File: src/rtl/frame_filter_stage.sv
// frame_filter_stage: byte-wide Avalon-ST destination-MAC filter with an
// Avalon-MM control/status slave.
// Optional build macro FRAME_FILTER_STATS_EN: builds the saturating pass/drop
// frame counters; without it, counter addresses read as zero.
module frame_filter_stage #(
  parameter int unsigned CNT_W = 16
) (
  input  logic        clk,
  input  logic        reset_n,
  // ingress
  input  logic [7:0]  sink_data,
  input  logic        sink_valid,
  input  logic        sink_sop,
  input  logic        sink_eop,
  output logic        sink_ready,
  // egress
  output logic [7:0]  src_data,
  output logic        src_valid,
  output logic        src_sop,
  output logic        src_eop,
  input  logic        src_ready,
  // control/status
  input  logic [1:0]  csr_address,
  input  logic        csr_write,
  input  logic [31:0] csr_writedata,
  input  logic        csr_read,
  output logic [31:0] csr_readdata
);

  typedef enum logic [2:0] {IDLE, HDR, FLUSH, PASS, DROP} state_t;

  state_t      state_q, state_d;
  logic [7:0]  hdr_q [6];
  logic [2:0]  idx_q;
  logic [2:0]  idx_nx;
  logic        last_eop_q;
  logic [7:0]  src_data_q;
  logic        src_valid_q, src_sop_q, src_eop_q;
  logic [47:0] mac_q;
  logic        en_q;

  logic        hdr_restart, hdr_wr, decide, flush_adv, flush_done;
  logic        pass_inc, drop_inc;
  logic [47:0] dest_mac;
  logic        mac_hit;
  logic [31:0] rd_mux, pass_word, drop_word;

  assign idx_nx   = idx_q + 3'd1;
  // Byte 5 is still on the sink bus when the decision is made.
  assign dest_mac = {hdr_q[0], hdr_q[1], hdr_q[2], hdr_q[3], hdr_q[4], sink_data};
  assign mac_hit  = !en_q || (dest_mac == mac_q) || (dest_mac == '1);

  // State register.
  always_ff @(posedge clk or negedge reset_n) begin
    if (!reset_n) state_q <= IDLE;
    else          state_q <= state_d;
  end

  // Next-state, handshake and egress muxing; PASS bypasses the output registers.
  always_comb begin
    state_d     = state_q;
    sink_ready  = 1'b0;
    src_data    = src_data_q;
    src_valid   = src_valid_q;
    src_sop     = src_sop_q;
    src_eop     = src_eop_q;
    hdr_restart = 1'b0;
    hdr_wr      = 1'b0;
    decide      = 1'b0;
    flush_adv   = 1'b0;
    flush_done  = 1'b0;
    pass_inc    = 1'b0;
    drop_inc    = 1'b0;
    unique case (state_q)
      IDLE: begin
        sink_ready = 1'b1;
        if (sink_valid && sink_sop) begin
          if (sink_eop) begin
            drop_inc = 1'b1;
          end else begin
            hdr_restart = 1'b1;
            state_d     = HDR;
          end
        end
      end
      HDR: begin
        sink_ready = 1'b1;
        if (sink_valid) begin
          if (sink_sop) begin
            if (sink_eop) begin
              drop_inc = 1'b1;
              state_d  = IDLE;
            end else begin
              hdr_restart = 1'b1;
            end
          end else if (idx_q == 3'd5) begin
            if (mac_hit) begin
              decide  = 1'b1;
              state_d = FLUSH;
            end else begin
              drop_inc = 1'b1;
              // A rejected frame that already ended has nothing left to skip.
              state_d  = sink_eop ? IDLE : DROP;
            end
          end else if (sink_eop) begin
            drop_inc = 1'b1;
            state_d  = IDLE;
          end else begin
            hdr_wr = 1'b1;
          end
        end
      end
      FLUSH: begin
        if (src_valid_q && src_ready) begin
          if (idx_q == 3'd5) begin
            flush_done = 1'b1;
            if (last_eop_q) begin
              pass_inc = 1'b1;
              state_d  = IDLE;
            end else begin
              state_d = PASS;
            end
          end else begin
            flush_adv = 1'b1;
          end
        end
      end
      PASS: begin
        sink_ready = src_ready;
        src_data   = sink_data;
        src_valid  = sink_valid;
        src_sop    = 1'b0;
        src_eop    = sink_eop;
        if (sink_valid && src_ready && sink_eop) begin
          pass_inc = 1'b1;
          state_d  = IDLE;
        end
      end
      DROP: begin
        sink_ready = 1'b1;
        if (sink_valid && sink_eop) state_d = IDLE;
      end
      default: state_d = IDLE;
    endcase
  end

  // Header capture and registered replay of the buffered header bytes.
  always_ff @(posedge clk or negedge reset_n) begin
    if (!reset_n) begin
      for (int unsigned i = 0; i < 6; i++) hdr_q[i] <= '0;
      idx_q       <= '0;
      last_eop_q  <= 1'b0;
      src_data_q  <= '0;
      src_valid_q <= 1'b0;
      src_sop_q   <= 1'b0;
      src_eop_q   <= 1'b0;
    end else if (decide) begin
      hdr_q[5]    <= sink_data;
      idx_q       <= '0;
      last_eop_q  <= sink_eop;
      src_data_q  <= hdr_q[0];
      src_valid_q <= 1'b1;
      src_sop_q   <= 1'b1;
      src_eop_q   <= 1'b0;
    end else if (flush_adv) begin
      idx_q      <= idx_nx;
      src_data_q <= hdr_q[idx_nx];
      src_sop_q  <= 1'b0;
      src_eop_q  <= last_eop_q && (idx_q == 3'd4);
    end else if (flush_done) begin
      idx_q       <= '0;
      src_valid_q <= 1'b0;
      src_eop_q   <= 1'b0;
    end else if (hdr_restart) begin
      hdr_q[0] <= sink_data;
      idx_q    <= 3'd1;
    end else if (hdr_wr) begin
      hdr_q[idx_q] <= sink_data;
      idx_q        <= idx_nx;
    end else if (state_d == IDLE || state_d == DROP) begin
      idx_q <= '0;
    end
  end

`ifdef FRAME_FILTER_STATS_EN
  logic [CNT_W-1:0] pass_cnt, drop_cnt;
  logic             pass_clr, drop_clr;

  assign pass_clr = csr_write && (csr_address == 2'd2);
  assign drop_clr = csr_write && (csr_address == 2'd3);

  // Saturating frame counters; a clear beats a coincident increment.
  always_ff @(posedge clk or negedge reset_n) begin
    if (!reset_n) begin
      pass_cnt <= '0;
      drop_cnt <= '0;
    end else begin
      if (pass_clr)                         pass_cnt <= '0;
      else if (pass_inc && pass_cnt != '1)  pass_cnt <= pass_cnt + CNT_W'(1);
      if (drop_clr)                         drop_cnt <= '0;
      else if (drop_inc && drop_cnt != '1)  drop_cnt <= drop_cnt + CNT_W'(1);
    end
  end

  assign pass_word = 32'(pass_cnt);
  assign drop_word = 32'(drop_cnt);
`else
  logic unused_stats;
  assign unused_stats = &{1'b0, pass_inc, drop_inc, CNT_W[0]};
  assign pass_word    = '0;
  assign drop_word    = '0;
`endif

  logic unused_wd;
  assign unused_wd = &{1'b0, csr_writedata[31:17]};

  // Read-data selection.
  always_comb begin
    rd_mux = '0;
    unique case (csr_address)
      2'd0:    rd_mux = mac_q[31:0];
      2'd1:    rd_mux = {15'd0, en_q, mac_q[47:32]};
      2'd2:    rd_mux = pass_word;
      default: rd_mux = drop_word;
    endcase
  end

  // Configuration registers and registered read data.
  always_ff @(posedge clk or negedge reset_n) begin
    if (!reset_n) begin
      mac_q        <= '0;
      en_q         <= 1'b0;
      csr_readdata <= '0;
    end else begin
      if (csr_write) begin
        unique case (csr_address)
          2'd0: mac_q[31:0] <= csr_writedata;
          2'd1: begin
            mac_q[47:32] <= csr_writedata[15:0];
            en_q         <= csr_writedata[16];
          end
          default: ;
        endcase
      end
      if (csr_read) csr_readdata <= rd_mux;
    end
  end

endmodule

File: config.mk
export PLATFORM = sky130hd
export DESIGN_NAME = frame_filter_stage
export DESIGN_NICKNAME = d
export VERILOG_FILES = /design/src/rtl/frame_filter_stage.sv
export SDC_FILE = /design/constraint.sdc
export NUM_CORES = 1
export LEC_CHECK = 0
export BUFFER_PORTS_ARGS = -buffer_cell sky130_fd_sc_hd__buf_2
export CAP_MARGIN = 20
export CORE_ASPECT_RATIO = 1.4
export CORE_UTILIZATION = 47
export CTS_CLUSTER_DIAMETER = 80
export DETAILED_ROUTE_END_ITERATION = 7
export PLACE_DENSITY = 0.75
export SLEW_MARGIN = 0
export SYNTH_ARGS = -nofsm -noshare
export SYNTH_HDL_FRONTEND = slang
export SYNTH_SLANG_ARGS = --single-unit
File: constraint.sdc
create_clock -name clk -period 3.4 [get_ports clk]
set_clock_uncertainty 0.1 [all_clocks]
set_input_delay 0.68 -clock clk [delete_from_list [all_inputs] [get_ports clk]]
set_output_delay 0.68 -clock clk [all_outputs]
set_load 0.02 [all_outputs]
==> impl_metrics.yaml <==
outcome:
  outcome: "completed"
logic_synthesis:
  synth_cells: 592
  synth-main-ff-cell: "dfrtp_1"
  post_synth_instance_area_mm2: 0.00713
  post_synth_main_area_contributors: "dfrtp_1, mux2_2, xor2_1, mux2i_1, mux4_2"
  postSynthNetCount: 645
  yosys-top-cells-count: "dfrtp_1, mux2_2, xor2_1"
  synth_edf_count: 0
  netlist.top_cell.by_area: "dfrtp_1"
  share_of_async_settable_or_async_resettable_flops_after_synthesis_pct: 100
  synth_most_common_cell: "dfrtp_1"
  synth_seq_cells: 147
  synth.top_cell.area_share_pct: 51.6
  ys.warnings.count: 0
  syn_avg_cell_area_um2: 12.0
  synth-seq-area-share_pct: 51.6
  ys_types: 47
sta:
  max_clock_freq_mhz: 351
  max_slew_vio_count: 0
  rel_slew_slack_pct: 50.5
  final_period_minus_worst_setup_slack_ns: 2.85
  tightestPinTransition_ns: 0.742
  period_share_pct: 83.7
  setup-violations-final: 0
  setup_repair_after_global_routing_missed_its_margin: "no"
  finalHoldViolations: 0
  setup_tns_ns: 0
clock_tree:
  numClockSinks: 147
  cts-htree-levels: 4
  cts_repair_resize_count: 0
  clock_tree.root_cell: "clkbuf_16"
  maximum_count_of_clock_buffers_along_a_single_path: 2
  tritoncts: "yes"
  cts.hold.buffers_added: 0
  tritoncts.num_buffers: 17
  clkLatencyLatePin_ns: 0.42
  clk_slew_on_worst_s_h_paths_ns: 0.06
  postCtsSetupBuffers: 0
placement:
  port_buffers: 93
  gp_routability_congestion: 0.927
  post-place-cells: 861
  place.detailed.hpwl_um: 14700
floorplanning:
  die-width_um: 106
  initial_utilization_pct: 48.7
  die_height_um: 148
  top_level_pins: 94
  design.die.area_mm2: 0.0157
  std_cell_core_area_mm2: 0.0146
  placement_rows: 52
critical_path:
  worstPathRequired_ns: 2.62
  crit_end: "src_data[2]"
  r2r-start: "idx_q[1]$_DFFE_PN0P_"
  ff2ff_path_depth: 8
  worst_setup_path_end_kind: "primary output"
  critPathLaunchType: "flip-flop"
  startpoint_of_the_worst_setup_timing_path: "state_q[2]$_DFF_PN0_"
  register_to_register_path_setup_slack_ns: 0.57
  timing.critical_path.fanout_max: 14
  timing.setup.critical_path_class: "reg2out"
  worst_r2r_endpoint: "hdr_q[3]$_DFFE_PN0P_"
  timing.critical_path.arrival_ns: 2.07
drt:
  wirelength_um: 19700
  antenna_violating_nets_post_route: 0
  drc: 0
  post_drt_wl_per_cell_um: 22.0
  detail_route.vias_per_cell: 5.87
  vias: 5245
  drt_first_iter_violations: 263
  detailedRoute.firstPassIterationCount: 5
global_routing:
  grt_pass1_wl_um: 31600
  grt_pass1_vias: 5576
  antenna_found_initial: 0
  grt_overflow: 0
  grt_use_total_pct: 27.1
  grt_start_max_net_pins: 74
power_and_ir_drop:
  total_power_uw: 5470
  p_per_area_mw_per_mm2: 647
  vdd_ir_drop_max_mv: 0.392
  leakagePower_uw: 0.00398
finish:
  filler_cell_count: 1263
  insertedDiodeCount: 0
  final_cells: 893
  layout.core_utilization_pct: 57.8
  synthToLayoutAreaGrowth_pct: 18.7
  nNetsFinal: 745
  post_route_cells_drive_above_1_share_pct: 37.1
run:
  cap_viol_max_count: 0
worst_hold_path:
  holdCritPathClass: "in2async"
-- cell type report --
cell class	count	area (um^2)	area share, %
multi-input cells	378	3200	37.9
inverters	37	139	1.64
well taps	189	236	2.80
flip-flops and latches	147	3680	43.5
repair buffers	111	619	7.32
clock buffers	20	457	5.40
clock inverters	11	128	1.51
-- sequential cells by signal (all words and copies together) (netlist names) --
register / flops
src_eop_q: 1
src_valid_q: 1
mac_q: 48
en_q: 1
csr_readdata: 32
dest_mac: 40
last_eop_q: 1
idx_q: 3
src_data_q: 8
hdr_q: 8
state_q: 3
src_sop_q: 1
-- per-layer routing --
layer	share of wire, %	GRT usage [%]
met3	5.2	4.67
met1	38	32.2
met4	3.9	13.1
met2	53	47.0
met5	0	0
-- cell families after synthesis --
family                   share of synthesized area, %
AO/OA/AOI/OAI                                    7.39
XOR/XNOR                                         6.02
adder cells (fa/ha/maj)                         0.526
buffers and inverters                            3.56
flip-flops                                       51.6
multiplexers                                     22.6
AND/OR/NAND/NOR                                  8.30
-- report_power, final --
group	leakage [uW]	total, uW	switching, uW	internal (uW)
Sequential	0.00190	2360	347	2020
Clock	0.000279	1860	738	1120
Combinational	0.00180	1250	651	598
Total	0.00398	5470	1740	3730
-- metrics by stage --
| step | hold slack [ns] | setup slack (ns) | area [um^2] |
|---|---|---|---|
| 3_5_place_dp | 0.362 | 0.461 | 7870 |
| 3_3_place_gp | 0.358 | 0.461 | 7870 |
| 5_1_grt | 0.255 | 0.432 | 8460 |
| 4_1_cts | 0.217 | 0.521 | 8450 |
| 6_report | 0.211 | 0.554 | 8460 |
| 2_1_floorplan | 0.284 | 0.721 | 7130 |
-- worst min path at each step --
stage / start / end / depth (start not counted)
finish: reset_n / src_data_q[0]$_DFFE_PN0P_ / 1
global route: reset_n / src_data_q[0]$_DFFE_PN0P_ / 1
global placement: src_sop_q$_DFFE_PN0P_ / src_sop_q$_DFFE_PN0P_ / 2
detailed placement: src_sop_q$_DFFE_PN0P_ / src_sop_q$_DFFE_PN0P_ / 2
CTS: reset_n / src_data_q[0]$_DFFE_PN0P_ / 1
floorplan: reset_n / csr_readdata[0]$_DFFE_PN0P_ / 0
-- critical path: stages, from the launching register on --
cell      delay, ns
dfrtp_1        0.44
nand3b_1       0.57
mux2_2         0.47
buf_2          0.16
-- layout by cell type (no fill, tap or decap), drive strengths merged, types with 2 or more instances in the layout --
cell      synthesis  routed
clkinv            1       4
and3              2       2
clkinvlp          0       3
nand4            17      17
a31oi             2       2
buf               4     111
o211ai           17      17
and2              2       2
nand2            28      28
bufinv            0       2
nor2              5       5
a21oi            10      10
mux2i            25      25
nand3            13      13
nand3b            2       2
nand2b            2       2
o22ai            17      17
nor3             10      10
nor3b             4       4
xor2             48      48
o21ai            26      26
mux4              8       8
dfrtp           147     147
ha                3       3
nor4             16      16
clkbuf           26      20
inv              36      39
mux2            105     105
o31ai             2       2
(Power assumes the default switching activity.)
